## config.mk

```make
export PLATFORM = sky130hd
export DESIGN_NAME = alu_rs_scheduler
export DESIGN_NICKNAME = d
export VERILOG_FILES = /design/src/rtl/alu_rs_scheduler.sv
export SDC_FILE = /design/constraint.sdc
export NUM_CORES = 1
export LEC_CHECK = 0
export BUFFER_PORTS_ARGS = -buffer_cell sky130_fd_sc_hd__clkbuf_2
export CAP_MARGIN = 0
export CORE_ASPECT_RATIO = 1.25
export CORE_MARGIN = 3
export CORE_UTILIZATION = 48
export DETAILED_ROUTE_END_ITERATION = 10
export PLACE_DENSITY = 0.78
export SLEW_MARGIN = 0
export SYNTH_ARGS = -nofsm -noshare
export SYNTH_HDL_FRONTEND = slang
export SYNTH_SLANG_ARGS = --single-unit
```

## constraint.sdc

```tcl
create_clock -name clk_i -period 2.6 [get_ports clk_i]
set_input_delay 0.26 -clock clk_i [delete_from_list [all_inputs] [get_ports clk_i]]
set_output_delay 0.26 -clock clk_i [all_outputs]
set_load 0.01 [all_outputs]
```

## src/rtl/alu_rs_scheduler.sv

```systemverilog
// alu_rs_scheduler: integer ALU reservation station. Holds dispatched ops
// until both operands carry data (snooping the result broadcast for tags),
// then issues the lowest-index ready entry through a registered issue stage.
module alu_rs_scheduler #(
    parameter int ENTRY_NUM = 4,
    parameter int DATA_LEN  = 32,
    parameter int RRF_SEL   = 6,
    parameter int PAYLOAD_W = 16,
    localparam int CNT_W    = $clog2(ENTRY_NUM) + 1,
    localparam int IDX_W    = $clog2(ENTRY_NUM)
) (
    input  logic                 clk_i,
    input  logic                 reset_n_i,
    input  logic                 kill_i,
    input  logic                 dp_we_i,
    input  logic [DATA_LEN-1:0]  dp_src1_i,
    input  logic                 dp_rdy1_i,
    input  logic [DATA_LEN-1:0]  dp_src2_i,
    input  logic                 dp_rdy2_i,
    input  logic [RRF_SEL-1:0]   dp_rrftag_i,
    input  logic [PAYLOAD_W-1:0] dp_payload_i,
    input  logic                 wb_valid_i,
    input  logic [RRF_SEL-1:0]   wb_rrftag_i,
    input  logic [DATA_LEN-1:0]  wb_data_i,
    input  logic                 exe_ready_i,
    output logic                 rs_full_o,
    output logic [CNT_W-1:0]     rs_cnt_o,
    output logic                 issue_valid_o,
    output logic [DATA_LEN-1:0]  issue_src1_o,
    output logic [DATA_LEN-1:0]  issue_src2_o,
    output logic [RRF_SEL-1:0]   issue_rrftag_o,
    output logic [PAYLOAD_W-1:0] issue_payload_o
);

    logic [ENTRY_NUM-1:0] valid_q, rdy1_q, rdy2_q;
    logic [DATA_LEN-1:0]  src1_q    [ENTRY_NUM];
    logic [DATA_LEN-1:0]  src2_q    [ENTRY_NUM];
    logic [RRF_SEL-1:0]   rrftag_q  [ENTRY_NUM];
    logic [PAYLOAD_W-1:0] payload_q [ENTRY_NUM];

    logic [IDX_W-1:0] alloc_idx, sel_idx;
    logic             free_found, sel_found;
    logic             alloc, issue_fire;
    logic             dp_hit1, dp_hit2;
    logic [CNT_W-1:0] cnt_nxt;

    // Lowest free entry and lowest fully-ready entry, both from registered state.
    always_comb begin
        alloc_idx  = '0;
        free_found = 1'b0;
        sel_idx    = '0;
        sel_found  = 1'b0;
        for (int i = ENTRY_NUM - 1; i >= 0; i--) begin
            if (!valid_q[i]) begin
                alloc_idx  = IDX_W'(i);
                free_found = 1'b1;
            end
            if (valid_q[i] && rdy1_q[i] && rdy2_q[i]) begin
                sel_idx   = IDX_W'(i);
                sel_found = 1'b1;
            end
        end
    end

    assign alloc      = dp_we_i && !rs_full_o && free_found;
    assign issue_fire = exe_ready_i && sel_found;
    // A dispatched operand whose tag is on the broadcast this cycle would
    // otherwise miss its wakeup, so capture the data directly.
    assign dp_hit1    = !dp_rdy1_i && wb_valid_i && (dp_src1_i[RRF_SEL-1:0] == wb_rrftag_i);
    assign dp_hit2    = !dp_rdy2_i && wb_valid_i && (dp_src2_i[RRF_SEL-1:0] == wb_rrftag_i);
    assign cnt_nxt    = rs_cnt_o + CNT_W'(alloc) - CNT_W'(issue_fire);

    // Entry storage: wakeup, issue-clear and allocation.
    always_ff @(posedge clk_i or negedge reset_n_i) begin
        if (!reset_n_i) begin
            valid_q <= '0;
            rdy1_q  <= '0;
            rdy2_q  <= '0;
            for (int i = 0; i < ENTRY_NUM; i++) begin
                src1_q[i]    <= '0;
                src2_q[i]    <= '0;
                rrftag_q[i]  <= '0;
                payload_q[i] <= '0;
            end
        end else if (kill_i) begin
            valid_q <= '0;
            rdy1_q  <= '0;
            rdy2_q  <= '0;
        end else begin
            for (int i = 0; i < ENTRY_NUM; i++) begin
                if (valid_q[i] && !rdy1_q[i] && wb_valid_i &&
                    src1_q[i][RRF_SEL-1:0] == wb_rrftag_i) begin
                    src1_q[i] <= wb_data_i;
                    rdy1_q[i] <= 1'b1;
                end
                if (valid_q[i] && !rdy2_q[i] && wb_valid_i &&
                    src2_q[i][RRF_SEL-1:0] == wb_rrftag_i) begin
                    src2_q[i] <= wb_data_i;
                    rdy2_q[i] <= 1'b1;
                end
            end
            // The issued entry is valid and the allocated one is not, so they never collide.
            if (issue_fire) begin
                valid_q[sel_idx] <= 1'b0;
            end
            if (alloc) begin
                valid_q[alloc_idx]   <= 1'b1;
                rdy1_q[alloc_idx]    <= dp_rdy1_i || dp_hit1;
                rdy2_q[alloc_idx]    <= dp_rdy2_i || dp_hit2;
                src1_q[alloc_idx]    <= dp_hit1 ? wb_data_i : dp_src1_i;
                src2_q[alloc_idx]    <= dp_hit2 ? wb_data_i : dp_src2_i;
                rrftag_q[alloc_idx]  <= dp_rrftag_i;
                payload_q[alloc_idx] <= dp_payload_i;
            end
        end
    end

    // Occupancy count and registered full flag.
    always_ff @(posedge clk_i or negedge reset_n_i) begin
        if (!reset_n_i) begin
            rs_cnt_o  <= '0;
            rs_full_o <= 1'b0;
        end else if (kill_i) begin
            rs_cnt_o  <= '0;
            rs_full_o <= 1'b0;
        end else begin
            rs_cnt_o  <= cnt_nxt;
            rs_full_o <= (cnt_nxt == CNT_W'(ENTRY_NUM));
        end
    end

    // Issue stage: one-cycle valid pulse per op; data holds between issues.
    always_ff @(posedge clk_i or negedge reset_n_i) begin
        if (!reset_n_i) begin
            issue_valid_o   <= 1'b0;
            issue_src1_o    <= '0;
            issue_src2_o    <= '0;
            issue_rrftag_o  <= '0;
            issue_payload_o <= '0;
        end else if (kill_i) begin
            issue_valid_o <= 1'b0;
        end else begin
            issue_valid_o <= issue_fire;
            if (issue_fire) begin
                issue_src1_o    <= src1_q[sel_idx];
                issue_src2_o    <= src2_q[sel_idx];
                issue_rrftag_o  <= rrftag_q[sel_idx];
                issue_payload_o <= payload_q[sel_idx];
            end
        end
    end

endmodule

```

==> summary.md <==
| Metric | Value |
|---|---|
| Outcome | completed |
| Core area | 44,200 sq um |
| Routability congestion estimate | 0.951 |
| Crit Path Max Fanout | 87 |
| Final worst-path setup slack | 0.0325 ns |
| Average via count per standard cell | 6.81 |
| Initial antenna violation count | 1 |
| Worst-Skew Late Latency | 0.57 ns |
| CTS tree | done |
| WP buf/inv | 2 |
| Combinational family with the most area after synthesis | compound AO/OA/AOI/OAI gates |
| ANT nets after route | 0 |
| VDD IR-drop max | 0.000748 V |
| Drt wl/cell | 26.8 microns |
| Chip width | 195 microns |
| Total power | 21.1 mW |
| Fin nets | 2,463 |
| WS Path Type | flop to flop |
| Top delay family on crit path | buffers and inverters |
| CP Launch Point | rdy2_q[0] |
| Most used cell, CP | buf_4 |
| Fin crit share | 98.7% |
| Inserted Clock Buffers | 45 |
| Layout Utilization | 57.8% |
| Multiplexer share of the synthesized area | 2.30% |
| Largest net degree at the start of global routing | 88 |
| Post-synth EDFFs | 0 |
| CP arrival | 3.05 ns |
| Async set-reset flop share out of synthesis | 100% |
| Vias | 20,000 |
| Area leader, netlist | dfrtp_1 |
| Startpoint class of the critical path | flop |
| Bufs on Longest Clock Path | 3 |
| Area share of the largest cell type after synthesis | 52.0% |
| Die height | 243 microns |
| Starting Density | 48.7% |
| Area of the die | 47,400 sq um |
| Max-Slew Margin vs Limit | 10.4% |
| Hold Crit Class | input port to flop |
| Synth Area in XOR/XNOR | 2.52% |
| Post-Synth Simple-Gate Area | 15.2% |
| Register area share after synthesis | 52.0% |
| Setup TNS Final | 0 ns |
| WL final | 78.5 mm |
| Post-synth net total | 2,256 |
| Final Hold Fails | 0 |
| Worst EP required | 3.08 ns |
| Clk slew on worst S/H paths | 0.06 ns |
| Fin crit period | 2.57 ns |
| Reg2Reg Launch Point | rdy2_q[0] |
| Multi-input gate area | 9580 sq um |
| YS warnings | 0 |
| Tot GR Track Use | 32.1% |
| Detailed Place HPWL | 49.5 mm |
| IO Count | 223 |
| P_leak | 12.0 nW |
| FF+latch area | 11,200 sq um |
| HP Start | wb_data_i[18] |
| Dominant synthesized flop cell | dfrtp_1 |
| # H-tree levels | 2 |
| PwrDens | 823 nW/um^2 |
| Worst Setup End Kind | flop |
| Grt ovf | 0 |
| Area growth, synth to finish | 18.9% |
| Final setup violation count | 0 |
| Synth area leaders | dfrtp_1, o221a_2, nand2_1 |
| Vias in the first global route | 20,700 |
| Worst-Margin Slew | 1.34 ns |
| Post-Synthesis Cells | 2,121 |
| Max Clk Rate | 0.389 GHz |
| CP peak stage delay | 0.96 ns |
| Share of cells above drive strength 1 | 26.0% |
| CTS root buf | clkbuf_16 |
| Clk_skew | 0.0197 ns |
| Slew Limit Fails | 0 |
| Cell Area, Synth | 21,500 sq um |
| Synth Area in Adders | 0.209% |
| Number of fill cells | 3,623 |
| RSZ-0062 raised after global routing | false |
| Worst-path cell chain | and3_4 -> nor2b_4 -> buf_4 -> a222oi_1 -> buf_4 -> o2bb2ai_1 |
| Total clock sinks | 447 |
| Core Rows | 86 |
| Iteration-0 DRC Markers | 2,500 |
| Post-synthesis cell type count | 63 |
| First-pass GRT wire length | 120 mm |
| Drc violations | 0 |
| Dpl ws | 0.0638 ns |
| Syn_area_per_cell | 10.1 sq um |
| Max-cap viol count | 0 |
| # port buffers | 222 |
| Compound-cell area share of the yosys netlist | 23.1% |
| Synthesis-stage register bit count | 447 |
| Drt pass-1 iters | 7 |
| Slowest CP cell | buf_4 |
[area by class of cell]
cell class,instances,share of cell area [%]
clock buffers,65,4.97
multi-input cells,1443,37.5
diodes,1,0.00978
inverters,36,0.533
clock inverters,15,0.543
well taps,572,2.80
repair buffers,355,9.96
flip-flops and latches,447,43.7
[metrics by stage]
stage / instance area (sq um) / hold WS (ns) / cells
2_1_floorplan: 21500 / -0.0356 / 2121
3_5_place_dp: 23800 / 0.272 / 2818
4_1_cts: 25600 / 0.000282 / 2933
6_report: 25600 / 0.0124 / 2934
5_1_grt: 25600 / 0.0161 / 2933
3_3_place_gp: 23800 / 0.265 / 2818
[report_power, final]
part	total [mW]	switching [mW]	leakage [nW]	internal, mW
Sequential	10.1	1.31	5.70	8.83
Clock	6.40	2.80	0.697	3.60
Combinational	4.53	2.21	5.57	2.32
[cell usage in the layout (no fill, tap or decap), types with 8 or more instances in the layout]
cell	instances
xor2_1	22
dfrtp_1	446
nand2_1	291
a31oi_1	74
nor3_1	39
o221ai_1	74
or3_1	81
o211a_1	11
inv_1	34
or2_2	23
a222oi_1	30
clkbuf_1	13
nor2_1	186
and3_1	34
a22o_1	12
nand4_1	9
clkinv_2	10
buf_12	27
a221o_1	32
o221a_1	8
a211oi_1	67
o221a_2	120
clkbuf_2	220
dlygate4sd3_1	35
a21oi_1	146
o2bb2ai_1	12
clkbuf_16	45
xnor2_1	40
mux2_2	44
buf_4	72
[flip-flops by register name, indices dropped and copies added, names as in the netlist]
signal / cells
payload_q: 64
rdy1_q: 4
issue_valid_o: 1
issue_payload_o: 16
rdy2_q: 4
rs_cnt_o: 3
rs_full_o: 1
issue_src2_o: 32
issue_rrftag_o: 6
src2_q: 128
rrftag_q: 24
issue_src1_o: 32
src1_q: 128
valid_q: 4
[final timing paths]
check / to / slack [ns] / cells past startpoint
setup / recovery: issue_src2_o[4] / 0.03 / 6
hold / removal: src1_q[114] / 0.01 / 2
setup reg to reg: issue_src2_o[4] / 0.03 / 6
hold reg to reg: payload_q[27] / 0.48 / 2
max in group asynchronous: src1_q[54] / 1.49 / 3
min in group asynchronous: issue_rrftag_o[3] / 0.27 / 2
[worst register-to-register path, stage by stage (launching register included)]
cell       delay, ns
dfrtp_1         0.42
and3_4          0.20
nor2b_4         0.11
buf_4           0.96
a222oi_1        0.42
buf_4           0.26
o2bb2ai_1       0.13
[synth_stat cells, types with 30 or more instances]
| cell type | instances |
|---|---|
| a21oi_1 | 155 |
| inv_1 | 34 |
| dfrtp_1 | 447 |
| nor3_1 | 40 |
| a222oi_1 | 30 |
| a221o_1 | 32 |
| clkbuf_1 | 114 |
| nor2_1 | 189 |
| a211oi_1 | 67 |
| nand2_1 | 295 |
| o221ai_1 | 74 |
| a31oi_1 | 74 |
| xnor2_1 | 40 |
| o221a_2 | 120 |
| mux2_2 | 44 |
| or3_1 | 81 |
| and3_1 | 35 |
| buf_2 | 61 |
[cell families (layout without fill, tap and decap cells)]
| family | Yosys count | count (layout) |
|---|---|---|
| DFF | 447 | 447 |
| other | 0 | 1 |
| muxes | 44 | 44 |
| adders and majority gates | 3 | 3 |
| buffers and inverters | 231 | 471 |
| AOI/OAI and AO/OA | 619 | 619 |
| and+or+nand+nor | 715 | 715 |
| xor gates and xnor gates | 62 | 62 |
[layer usage]
metal,part of all wire [%],vias to the layer above,track usage [%]
met3,10,343,6.16
met2,47,1466,51.7
met5,0,-,0
met4,6.4,0,18.5
li1,-,8301,-
met1,37,9884,40.4
[repair_timing]
item | in CTS | in global routing
hold endpoints to repair | 148 | 0
resized for setup | 0 | 2
hold buffers | 35 | 0
buffers inserted | 0 | 0
endpoints found under the setup margin | 0 | 1
Note: power is estimated with default switching activity, not from simulation.
